### src/rtl/lac_pkg.sv
// Shared encodings for the 40 MHz phase-strobe logic in the clock4x domain.
// Used by the strobe generator, the strobe monitor and downstream fast-domain consumers.
package lac_pkg;

    localparam logic [1:0] ST_UNLOCKED = 2'd0;
    localparam logic [1:0] ST_ACQUIRE  = 2'd1;
    localparam logic [1:0] ST_LOCKED   = 2'd2;

    // Sub-BX phase on which the next strobe is due
    localparam logic [1:0] PHASE_LAST  = 2'd3;

    typedef enum logic [1:0] {
        S_UNLOCKED = ST_UNLOCKED,
        S_ACQUIRE  = ST_ACQUIRE,
        S_LOCKED   = ST_LOCKED
    } lac_state_e;

endpackage

### src/rtl/lac_strobe_monitor_sat_counter.sv
// Saturating up-counter with synchronous active-high reset; holds at all ones.
module sat_counter #(
    parameter int WIDTH = 16
) (
    input  logic             clk_i,
    input  logic             rst_i,
    input  logic             inc_i,
    output logic [WIDTH-1:0] cnt_o
);

    logic [WIDTH-1:0] cnt_q, cnt_d;

    always_comb begin
        cnt_d = cnt_q;
        if (inc_i && (cnt_q != {WIDTH{1'b1}}))
            cnt_d = cnt_q + WIDTH'(1);
    end

    always_ff @(posedge clk_i) begin
        if (rst_i) cnt_q <= '0;
        else       cnt_q <= cnt_d;
    end

    assign cnt_o = cnt_q;

endmodule

### src/rtl/lac_strobe_monitor.sv
// Checks the 1-in-4 phase strobe in the clock4x domain, acquires/holds lock and publishes the sub-BX phase.
// Optional error counter built only when LAC_STROBE_MON_ERRCNT_EN is defined; otherwise err_cnt is tied to 0.
module lac_strobe_monitor
    import lac_pkg::*;
#(
    parameter int LOCK_COUNT  = 8,
    parameter int UNLOCK_ERRS = 2,
    parameter int ERR_W       = 16
) (
    input  logic             clock4x,
    input  logic             reset,
    input  logic             strobe4x,
    output logic [1:0]       phase,
    output logic             locked,
    output logic             lock_lost,
    output logic [ERR_W-1:0] err_cnt
);

    localparam logic [3:0] LOCK_CNT   = 4'(LOCK_COUNT);
    localparam logic [3:0] UNLOCK_CNT = 4'(UNLOCK_ERRS);

    lac_state_e state_q, state_d;
    logic [1:0] phase_q, phase_d;
    logic [3:0] good_cnt_q, good_cnt_d;
    logic [3:0] bad_cnt_q, bad_cnt_d;
    logic       locked_q;
    logic       lock_lost_q, lock_lost_d;

    logic good, spurious, missing, bad;

    assign good     =  strobe4x & (phase_q == PHASE_LAST);
    assign spurious =  strobe4x & (phase_q != PHASE_LAST);
    assign missing  = ~strobe4x & (phase_q == PHASE_LAST);
    assign bad      =  spurious | missing;

    always_comb begin
        state_d     = state_q;
        phase_d     = phase_q + 2'd1;
        good_cnt_d  = good_cnt_q;
        bad_cnt_d   = bad_cnt_q;
        lock_lost_d = 1'b0;
        case (state_q)
            S_UNLOCKED: begin
                if (strobe4x) begin
                    phase_d    = 2'd0;
                    good_cnt_d = 4'd1;
                    state_d    = S_ACQUIRE;
                end
            end
            S_ACQUIRE: begin
                if (good) begin
                    good_cnt_d = good_cnt_q + 4'd1;
                    if (good_cnt_q + 4'd1 == LOCK_CNT) state_d = S_LOCKED;
                end else if (spurious) begin
                    phase_d    = 2'd0;
                    good_cnt_d = 4'd1;
                end else if (missing) begin
                    good_cnt_d = 4'd0;
                    state_d    = S_UNLOCKED;
                end
            end
            S_LOCKED: begin
                // Once locked the phase free-runs; bad events only count towards unlock
                if (good) begin
                    bad_cnt_d = 4'd0;
                end else if (bad) begin
                    if (bad_cnt_q + 4'd1 == UNLOCK_CNT) begin
                        state_d     = S_UNLOCKED;
                        lock_lost_d = 1'b1;
                        bad_cnt_d   = 4'd0;
                        good_cnt_d  = 4'd0;
                    end else begin
                        bad_cnt_d = bad_cnt_q + 4'd1;
                    end
                end
            end
            default: state_d = S_UNLOCKED;
        endcase
    end

    always_ff @(posedge clock4x) begin
        if (reset) begin
            state_q     <= S_UNLOCKED;
            phase_q     <= 2'd0;
            good_cnt_q  <= 4'd0;
            bad_cnt_q   <= 4'd0;
            locked_q    <= 1'b0;
            lock_lost_q <= 1'b0;
        end else begin
            state_q     <= state_d;
            phase_q     <= phase_d;
            good_cnt_q  <= good_cnt_d;
            bad_cnt_q   <= bad_cnt_d;
            locked_q    <= (state_d == S_LOCKED);
            lock_lost_q <= lock_lost_d;
        end
    end

    assign phase     = phase_q;
    assign locked    = locked_q;
    assign lock_lost = lock_lost_q;

`ifdef LAC_STROBE_MON_ERRCNT_EN
    logic err_inc;
    assign err_inc = (state_q == S_LOCKED) & bad;

    sat_counter #(.WIDTH(ERR_W)) u_err_cnt (
        .clk_i (clock4x),
        .rst_i (reset),
        .inc_i (err_inc),
        .cnt_o (err_cnt)
    );
`else
    assign err_cnt = '0;
`endif

endmodule
### config.mk
export PLATFORM = sky130hd
export DESIGN_NAME = lac_strobe_monitor
export DESIGN_NICKNAME = d
export VERILOG_FILES = /design/src/rtl/lac_pkg.sv /design/src/rtl/lac_strobe_monitor_sat_counter.sv /design/src/rtl/lac_strobe_monitor.sv
export SDC_FILE = /design/constraint.sdc
export NUM_CORES = 1
export LEC_CHECK = 0
export BUFFER_PORTS_ARGS = -buffer_cell sky130_fd_sc_hd__buf_4
export CAP_MARGIN = 40
export CELL_PAD_IN_SITES_DETAIL_PLACEMENT = 0
export CELL_PAD_IN_SITES_GLOBAL_PLACEMENT = 1
export CORE_ASPECT_RATIO = 1.25
export CORE_MARGIN = 2
export CORE_UTILIZATION = 35
export CTS_CLUSTER_SIZE = 14
export DETAILED_ROUTE_END_ITERATION = 16
export PLACE_DENSITY_LB_ADDON = 0.1
export SYNTH_ARGS = -nofsm -noshare
export SYNTH_HDL_FRONTEND = slang
export SYNTH_HIERARCHICAL = 1
export SYNTH_SLANG_ARGS = --single-unit
### constraint.sdc
create_clock -name clock4x -period 2.6 [get_ports clock4x]
set_input_delay 0.13 -clock clock4x [delete_from_list [all_inputs] [get_ports clock4x]]
set_output_delay 0.13 -clock clock4x [all_outputs]
set_load 0.05 [all_outputs]
==> results of run 1 <==
-- worst min-delay path by stage --
stage,endpoint,start,slack (ns)
4_1_cts,good_cnt_q[3],reset,0.11
5_1_grt,state_q[0],reset,0.11
6_report,good_cnt_q[1],reset,0.12
3_5_place_dp,good_cnt_q[1],reset,0.42
3_3_place_gp,good_cnt_q[0],reset,0.42
2_1_floorplan,phase[1],reset,0.21
-- flip-flops by register name (all words and copies together) (netlist names) --
| register | flops |
|---|---|
| locked | 1 |
| good_cnt_q | 4 |
| state_q | 2 |
| phase | 2 |
| bad_cnt_q | 4 |
| lock_lost | 1 |
-- power by group through the flow --
stage / clock network (mW) / registers, mW / logic [mW]
after floorplan: 0 / 0.243 / 0.110
after global placement: 0 / 0.233 / 0.122
after detailed placement: 0 / 0.233 / 0.123
after CTS: 0.168 / 0.228 / 0.123
after global routing: 0.181 / 0.229 / 0.134
final: 0.159 / 0.228 / 0.125
-- Yosys cell counts, types with 2 or more instances --
cell type	number
nand2b_1	4
inv_1	9
or4_2	2
nand2_1	3
nor3_1	5
buf_4	16
o21ai_0	8
nor2_1	7
a21oi_1	11
a31oi_1	2
ha_1	12
or4_1	2
nand3_1	4
dfxtp_1	14
clkbuf_1	2
o31ai_1	2
-- layout by cell type, fill, tap and decap left out, types with 3 or more instances in the layout --
cell       n
clkbuf_4   3
a21oi_1   11
inv_1      9
nand3_1    4
buf_4      6
o21ai_0    8
conb_1    16
nor3_1     5
dfxtp_1   14
nand2b_1   4
ha_1      12
nor2_1     7
nand2_1    3
-- cells by family after synthesis --
| kind of cell | after synthesis | share of synthesized area, % |
|---|---|---|
| adders and majority gates | 12 | 14.7 |
| other | 1 | 0.366 |
| AOI/OAI and AO/OA | 31 | 21.2 |
| buffers and inverters | 27 | 15.8 |
| and+or+nand+nor | 35 | 19.8 |
| DFF | 14 | 27.4 |
| xor gates and xnor gates | 1 | 0.855 |
-- per-layer routing --
metal / vias to the layer above / track usage [%] / wire [um]
met2: 16 / 22.2 / 1090
met1: 390 / 14.6 / 794
li1: 418 / - / -
met5: - / 0 / 0
met4: 0 / 8.33 / 49
met3: 6 / 2.07 / 56
-- cell type report --
| cell class | count | area [sq um] | share of cell area (%) |
|---|---|---|---|
| clock buffers | 4 | 36.3 | 3.35 |
| repair buffers | 7 | 50.0 | 4.62 |
| flip-flops and latches | 14 | 280 | 25.9 |
| multi-input cells | 95 | 639 | 59.1 |
| well taps | 34 | 42.5 | 3.93 |
| inverters | 9 | 33.8 | 3.12 |
-- per-stage QoR --
step           util, %  setup slack (ns)  instances  hold slack [ns]  power [mW]
2_1_floorplan        -             0.352        136            0.206       0.353
3_3_place_gp      38.1             0.435        158            0.418       0.354
3_5_place_dp      38.1             0.345        158            0.424       0.356
4_1_cts           39.4             0.330        162            0.112       0.519
5_1_grt           39.6             0.196        163            0.114       0.545
6_report          39.6             0.404        163            0.122       0.512
==> results.py, run 1 <==
metrics = {
    "critical_path": {
        "r2r_cells": 8,
        "cp_cell_sequence": "ha_1, ha_1, nor2_1, nand3b_1, o311ai_0, clkbuf_2, or4b_1, a21oi_1",
        "worstPathArrival_ns": 2.42,
        "cp.required_ns": 2.82,
        "r2r-end": "good_cnt_q[1]",
        "max_stage_delay_ns": 0.50,
        "cp-end-kind": "flip-flop",
        "crit_start": "phase[0]",
        "path_max_fanout": 12,
        "crit_buf_inv": 1,
        "worstSetupEndpoint": "good_cnt_q[1]",
        "reg2reg_from": "phase[0]",
        "critPathLaunchType": "flip-flop",
        "crit_type": "flip-flop to flip-flop",
        "cp.depth": 8,
        "crit_slowest_cell": "or4b_1",
        "crit_path_frequent_cell": "ha_1",
        "rrSetupSlack_ns": 0.40,
        "crit_family": "simple AND/OR/NAND/NOR gates",
    },
    "layout": {
        "fill_cells": 302,
        "synthToLayoutAreaGrowth_pct": 5.62,
        "fin_nets": 145,
        "drive_gt1_share_pct": 14.7,
        "antennaDiodeCount": 0,
        "finalInstanceArea_sq_mm": 0.00108,
    },
    "sta": {
        "setup-tns-final_ns": 0,
        "rsz0062_at_grt": "no",
        "finalSetupViolCount": 0,
        "min_period_ns": 2.20,
        "skew_ns": 0.00201,
        "slew_violations": 0,
        "max_freq_ghz": 0.455,
        "finalHoldViolCount": 0,
        "fin_crit_sh_pct": 84.5,
    },
    "detailed_routing": {
        "drt_iter0_drc": 15,
        "dr.pass1.iters": 4,
        "via_count": 830,
        "wl_mm": 1.99,
        "drtAntennaViolNets": 0,
        "drc_errors": 0,
        "routedWlPerCell_um": 12.2,
        "vias_per_cell": 5.09,
    },
    "clock_tree": {
        "post_cts_buffers": 0,
        "numClockSinks": 14,
        "cts_hold_buf": 0,
        "cts_resized": 0,
        "root_buffer": "clkbuf_4",
        "clk_pin_slew_ns": 0.09,
        "clock_latency_ns": 0.28,
        "tritoncts": "done",
        "numCtsBuffers": 3,
        "htree_levels": 1,
        "clock_path_buffers": 2,
    },
    "logic_synthesis": {
        "synth.ff_latch_count": 14,
        "synth_enable_flop_cells": 0,
        "synth_area_per_cell_sq_um": 8.47,
        "synthFlopType": "dfxtp_1",
        "synth_cells": 121,
        "yosysSeqAreaShare_pct": 27.4,
        "ys_top_cells_by_area": "dfxtp_1, ha_1, buf_4, a21oi_1, o21ai_0",
        "synth_top_area_share_pct": 27.4,
        "synthesis.area_sq_mm": 0.00102,
        "yosys_warnings": 6,
        "synth_top_area_cell": "dfxtp_1",
        "synthArstFlopShare_pct": 0,
        "netlist-cell-type-count": 34,
    },
    "placed_design": {
        "dpl-instance-area_sq_mm": 0.00104,
        "place_congestion": 0.752,
        "numPortBuffers": 6,
        "hpwlAfterDp_mm": 1.59,
    },
    "grt": {
        "antenna_found_initial": 0,
        "grt_max_degree": 14,
        "grt_pass1_wl_mm": 3.27,
        "track_usage_pct": 13.0,
        "grt-ovfl-total": 0,
        "grt_pass1_vias": 780,
    },
    "job": {
        "cap_violations": 0,
    },
    "power": {
        "powerDensity_mw_per_mm2": 473,
        "leakage_nw": 0.446,
        "pwr-share-comb_pct": 24.5,
        "pwr-share-clk_pct": 31.0,
        "switchingPower_uw": 178,
        "p_int_uw": 334,
        "switching_share_pct": 34.7,
        "seq_power_share_pct": 44.5,
        "ir_drop_v": 0.000243,
    },
    "die": {
        "start_util_pct": 37.5,
        "rows": 21,
        "die-area_sq_mm": 0.00338,
        "ios": 23,
        "die_x_um": 52.4,
        "core_sq_mm": 0.00273,
        "die_y_um": 64.5,
    },
    "min_path": {
        "hp-class": "input pin to flip-flop",
        "min_path_cells": 2,
    },
    "run_status": {
        "outcome": "finished, final reports clean",
    },
}
No activity file was read; power rests on OpenSTA's default activity.
==> run 2: changes to the inputs <==
Settings changed: ABC_AREA set to 1, CORE_UTILIZATION 35 to 34.
Clock period 2.6 ns to 1.76 ns, I/O delays scaled along.
==> run 2 against run 1 <==
Net effect:
- global-route usage up 1.2 points
- power up 55%
- die area up 4.3%
- cell area up 3.7%
- synthesized cell count up 21%
- register-to-register slack worse by 0.23 ns
- largest cell class unchanged
- largest power group unchanged
- area after synthesis up 1.6%
- clock skew down 0.00081 ns
- sequential power up 51%
- critical path depth up 2
- critical endpoint is now good_cnt_q[3]
- maximum frequency up 38%
==> results.py, run 2 <==
metrics = {
    "run_status": {
        "outcome": "finished, final reports clean",
    },
    "detailed_routing": {
        "drc_errors": 0,
        "drtAntennaViolNets": 0,
        "via_count": 843,
        "vias_per_cell": 4.39,
        "wl_mm": 2.07,
        "routedWlPerCell_um": 10.8,
        "dr.pass1.iters": 4,
        "drt_iter0_drc": 11,
    },
    "placed_design": {
        "numPortBuffers": 6,
        "place_congestion": 0.863,
        "dp_worst_setup_slack_ns": 0.0648,
        "hpwlAfterDp_mm": 1.66,
        "placed_cells": 188,
    },
    "sta": {
        "fin_crit_sh_pct": 90.1,
        "max_freq_ghz": 0.631,
        "slew_violations": 0,
        "layout_setup_ws_ns": 0.174,
        "setup-tns-final_ns": 0,
        "min_period_ns": 1.59,
        "rsz0062_at_grt": "no",
        "finalHoldViolCount": 0,
        "finalSetupViolCount": 0,
        "holdWs_ns": 0.0460,
        "skew_ns": 0.00120,
    },
    "layout": {
        "multi_input_area_sq_um": 627,
        "final-seq-area_sq_um": 283,
        "synthToLayoutAreaGrowth_pct": 7.81,
        "top_regs": "bad_cnt_q: 4 flops, good_cnt_q: 4 flops",
        "fin_cells": 192,
        "fin_nets": 172,
        "final_common_cell": "nand2_1",
        "layout_common_cells": "nand2_1, inv_1, conb_1",
        "drive_gt1_share_pct": 14.7,
        "fill_cells": 327,
        "antennaDiodeCount": 0,
    },
    "logic_synthesis": {
        "synth_most_common_cell": "nand2_1",
        "yosys_warnings": 6,
        "ys_top_cells_by_area": "dfxtp_1, ha_1, buf_4, nand2_1, inv_1",
        "synth_top_area_cell": "dfxtp_1",
        "synthArstFlopShare_pct": 0,
        "netlist-cell-type-count": 26,
        "synth_cells": 147,
        "synthesis.area_sq_mm": 0.00104,
        "synthFlopType": "dfxtp_1",
        "yosysSeqAreaShare_pct": 26.9,
        "synth_top_area_share_pct": 26.9,
        "synth_enable_flop_cells": 0,
        "synth.ff_latch_count": 14,
        "synth_area_per_cell_sq_um": 7.08,
        "synth_top_cells_by_count": "nand2_1, inv_1, buf_4",
    },
    "critical_path": {
        "path_max_fanout": 6,
        "max_stage_delay_ns": 0.34,
        "crit_slowest_cell": "dfxtp_2",
        "crit_family": "simple AND/OR/NAND/NOR gates",
        "reg2reg_from": "phase[0]",
        "cp.required_ns": 1.95,
        "r2r-end": "good_cnt_q[3]",
        "r2r_cells": 10,
        "worstPathArrival_ns": 1.77,
        "rrSetupSlack_ns": 0.17,
        "cp-end-kind": "flip-flop",
        "crit_start": "phase[0]",
        "crit_buf_inv": 2,
        "critPathLaunchType": "flip-flop",
        "cp_cell_sequence": "ha_2, inv_1, ha_1, inv_1, nand2_1, nor3_2, nor3_4, nand2_2, nand2_1, a21oi_1",
        "cp.depth": 10,
        "crit_type": "flip-flop to flip-flop",
        "worstSetupEndpoint": "good_cnt_q[3]",
    },
    "die": {
        "die_x_um": 53.5,
        "core_sq_mm": 0.00292,
        "start_util_pct": 35.7,
        "rows": 22,
        "die-area_sq_mm": 0.00352,
        "ios": 23,
        "die_y_um": 65.9,
    },
    "power": {
        "powerDensity_mw_per_mm2": 707,
        "ir_drop_v": 0.000403,
        "leakage_nw": 0.534,
    },
    "grt": {
        "grt_pass1_vias": 782,
        "grt_max_degree": 11,
        "grt_pass1_wl_mm": 3.54,
        "track_usage_pct": 14.3,
        "grt-ovfl-total": 0,
        "antenna_found_initial": 0,
    },
    "job": {
        "cap_violations": 0,
    },
    "clock_tree": {
        "cts_hold_buf": 0,
        "root_buffer": "clkbuf_4",
        "clk_pin_slew_ns": 0.09,
        "htree_levels": 1,
        "numClockSinks": 14,
        "post_cts_buffers": 0,
        "numCtsBuffers": 3,
        "clock_path_buffers": 2,
        "tritoncts": "done",
        "clock_latency_ns": 0.29,
    },
    "min_path": {
        "min_path_cells": 2,
        "hp-class": "input pin to flip-flop",
        "min_from": "reset",
    },
}
==> run 2: changes by cell type after synthesis, moves of 2 or more <==
cell	delta
inv_1	+12
or4_2	-2
o21ai_0	-7
nand2_1	+29
nor2_1	+4
or4_1	-2
nor3_1	-3
nand2b_1	-4
o31ai_1	-2
nand3_1	+7
==> run 2: power by group <==
part / total, mW / internal (mW) / switching (mW)
Sequential: 0.345 / 0.331 / 0.0137
Clock: 0.242 / 0.126 / 0.116
Combinational: 0.206 / 0.0462 / 0.160
==> run 2: how the worst min path moves through the flow <==
| stage | to | slack [ns] |
|---|---|---|
| finish | bad_cnt_q[1] | 0.05 |
| global route | bad_cnt_q[2] | 0.04 |
| CTS | good_cnt_q[0] | 0.04 |
| detailed placement | good_cnt_q[0] | 0.36 |
| global placement | good_cnt_q[2] | 0.36 |
| floorplan | state_q[0] | 0.33 |
==> run 2: layer usage <==
layer	global-route usage, %	up-vias	part of all wire, %
li1	-	454	-
met1	15.2	370	40
met2	23.9	12	54
met3	3.39	7	2.8
met4	9.94	0	2.9
met5	0	-	0
==> run 2: worst reg2reg max path: cells and delay by family (launching register included) <==
kind / cells / cell delay (ns)
AOI/OAI and AO/OA: 1 / 0.05
buffers and inverters: 2 / 0.12
adders and majority gates: 2 / 0.34
DFF: 1 / 0.34
and+or+nand+nor: 5 / 0.64
==> run 2: kinds of logic after synthesis <==
family                     after synthesis  share of synthesized area (%)
AOI/OAI and AO/OA                       16                           8.90
xor gates and xnor gates                 1                          0.841
buffers and inverters                   38                           19.5
DFF                                     14                           26.9
adders and majority gates               12                           14.4
and+or+nand+nor                         65                           29.1
other                                    1                          0.360
==> run 2: per-stage QoR <==
step | cell area [sq um] | util, % | power (mW)
6_report | 1120 | 38.5 | 0.793
3_5_place_dp | 1070 | 36.8 | 0.557
3_3_place_gp | 1070 | 36.8 | 0.558
2_1_floorplan | 1100 | - | 0.549
4_1_cts | 1110 | 38.0 | 0.801
5_1_grt | 1120 | 38.5 | 0.849
==> run 2: area by class of cell <==
| cell class | count | share of cell area [%] |
|---|---|---|
| clock buffers | 4 | 3.23 |
| inverters | 21 | 7.02 |
| multi-input cells | 110 | 55.9 |
| flip-flops and latches | 14 | 25.2 |
| well taps | 36 | 4.01 |
| repair buffers | 7 | 4.68 |
==> run 2: what timing repair did <==
action | 4_1_cts | 5_1_grt
resized for setup | 0 | 4
hold endpoints to repair | 0 | 0
setup endpoints to repair | 0 | 5
==> run 3: changes to the inputs <==
Clock period 1.76 ns to 1.36 ns, I/O delays scaled along.
==> run 3 against run 2 <==
Net effect:
- the flow now finishes with violations (negative setup slack)
- global-route usage grew 0.26 points
- setup slack got worse by 0.38 ns
- final cell count rose by 11%
- flip-flop and latch count unchanged
- maximum frequency is 1.1% higher
- first-iteration DRC count stayed put
- sequential share of layout area is 5.2 points lower
- sequential power increased by 30%
- core utilization increased by 11 points
- hold slack lost 0.021 ns
- cell area grew 30%
- wire length grew 13%
- critical endpoint is now good_cnt_q[2]
- largest cell class unchanged
- largest power group unchanged
- highest routed layer unchanged
==> results.py, run 3 (synthesis gave the netlist of run 2 again) <==
metrics = {
    "run_status": {
        "outcome": "finished with violations",
        "violations": "negative setup slack",
    },
    "sta": {
        "rsz0062_at_grt": "yes",
        "finalSetupViolCount": 13,
        "max_freq_ghz": 0.638,
        "min_period_ns": 1.57,
        "slew_violations": 0,
        "finalHoldViolCount": 0,
        "layout_setup_ws_ns": -0.209,
        "setup-tns-final_ns": -1.73,
        "skew_ns": 0.0137,
        "fin_crit_sh_pct": 115,
    },
    "placed_design": {
        "numPortBuffers": 6,
        "placed_cells": 204,
        "hpwlAfterDp_mm": 1.80,
        "dp_worst_setup_slack_ns": -0.169,
        "place_congestion": 0.777,
    },
    "grt": {
        "track_usage_pct": 14.5,
        "antenna_found_initial": 0,
        "grt_max_degree": 11,
        "grt_pass1_wl_mm": 3.70,
        "grt_pass1_vias": 903,
        "grt-ovfl-total": 0,
    },
    "detailed_routing": {
        "drt_iter0_drc": 11,
        "routedWlPerCell_um": 11.0,
        "wl_mm": 2.33,
        "drc_errors": 0,
        "via_count": 952,
        "dr.pass1.iters": 4,
        "drtAntennaViolNets": 0,
        "vias_per_cell": 4.47,
    },
    "min_path": {
        "hp-class": "input pin to flip-flop",
    },
    "layout": {
        "fin_nets": 193,
        "top_regs": "bad_cnt_q: 4 flops, good_cnt_q: 4 flops",
        "fin_cells": 213,
        "antennaDiodeCount": 0,
        "synthToLayoutAreaGrowth_pct": 40.0,
        "layout_common_cells": "buf_4, nand2_1, inv_1",
        "fill_cells": 315,
        "multi_input_area_sq_um": 797,
        "drive_gt1_share_pct": 40.1,
        "final_common_cell": "buf_4",
        "final-seq-area_sq_um": 292,
    },
    "clock_tree": {
        "clk_pin_slew_ns": 0.09,
        "root_buffer": "clkbuf_4",
        "clock_latency_ns": 0.28,
        "tritoncts": "done",
        "numCtsBuffers": 3,
        "numClockSinks": 14,
        "cts_hold_buf": 0,
        "htree_levels": 1,
        "clock_path_buffers": 2,
    },
    "die": {
        "die-area_sq_mm": 0.00352,
        "die_y_um": 65.9,
        "start_util_pct": 35.7,
        "core_sq_mm": 0.00292,
        "die_x_um": 53.5,
        "ios": 23,
        "rows": 22,
    },
    "power": {
        "powerDensity_mw_per_mm2": 723,
        "total_power_mw": 1.05,
        "ir_drop_v": 0.000482,
        "leakage_nw": 0.658,
    },
    "critical_path": {
        "r2r_cells": 10,
        "r2r-end": "good_cnt_q[2]",
        "critPathLaunchType": "flip-flop",
        "rrSetupSlack_ns": -0.21,
        "worstSetupEndpoint": "good_cnt_q[2]",
        "cp-end-kind": "flip-flop",
        "path_max_fanout": 6,
        "reg2reg_from": "phase[0]",
        "crit_type": "flip-flop to flip-flop",
        "worstPathArrival_ns": 1.74,
        "cp.required_ns": 1.53,
        "crit_start": "phase[0]",
    },
    "job": {
        "cap_violations": 0,
    },
}
[run 3: changes by cell type in the layout (fill, tap and decap cells not counted), moves of 3 or more]
cell,delta
buf_4,+20
ha_4,+7
nand2_1,-7
ha_1,-5
inv_1,-4
nand2_2,+4
nor2_1,-4
dfxtp_1,-3
nand2_4,+3
[run 3: critical path: stages (launching register included)]
cell and delay, ns:
dfxtp_4 0.36, ha_4 0.18, inv_4 0.06, ha_4 0.12
inv_2 0.04, nand2_4 0.07, nor3_4 0.05, nor3_4 0.32
nand2_2 0.11, nand2_1 0.09, a21oi_2 0.05
[run 3: what timing repair did]
| action | CTS | global route |
|---|---|---|
| gates resized for setup | 11 | 23 |
| setup endpoints to repair | 14 | 14 |
| buffers inserted | 2 | 3 |
| pin swaps | 2 | 11 |
[run 3: report_power, final]
group | internal, mW | leakage [nW] | switching, mW
combinational | 0.115 | 0.527 | 0.240
sequential | 0.428 | 0.116 | 0.0206
clock | 0.114 | 0.0150 | 0.137
total | 0.657 | 0.658 | 0.397
[run 3: through the flow]
stage	cell area [sq um]	util, %	hold slack (ns)
after floorplan	1170	-	0.313
after global placement	1260	43.3	0.339
after detailed placement	1260	43.3	0.337
after CTS	1340	46.0	0.0217
after global routing	1460	50.0	0.0316
final	1460	50.0	0.0249
[run 3: worst min-delay path by stage]
stage | start | end | slack, ns | depth (start not counted)
after floorplan | strobe4x | state_q[0] | 0.31 | 4
after global placement | reset | good_cnt_q[3] | 0.34 | 2
after detailed placement | reset | bad_cnt_q[2] | 0.34 | 2
after CTS | reset | state_q[0] | 0.02 | 2
after global routing | reset | bad_cnt_q[1] | 0.03 | 2
final | reset | bad_cnt_q[1] | 0.02 | 2
[run 3: layout make-up]
class	instances	share of cell area, %
multi-input cells	110	54.7
flip-flops and latches	14	20.0
repair buffers	28	14.7
inverters	21	5.75
well taps	36	3.09
clock buffers	4	1.80
[run 3: layer usage]
metal | share of wire (%) | GRT usage [%] | up-vias
met3 | 2.0 | 2.71 | 2
met5 | 0 | 0 | -
met4 | 0.81 | 5.77 | 0
li1 | - | - | 493
met2 | 59 | 27.8 | 10
met1 | 39 | 14.7 | 447
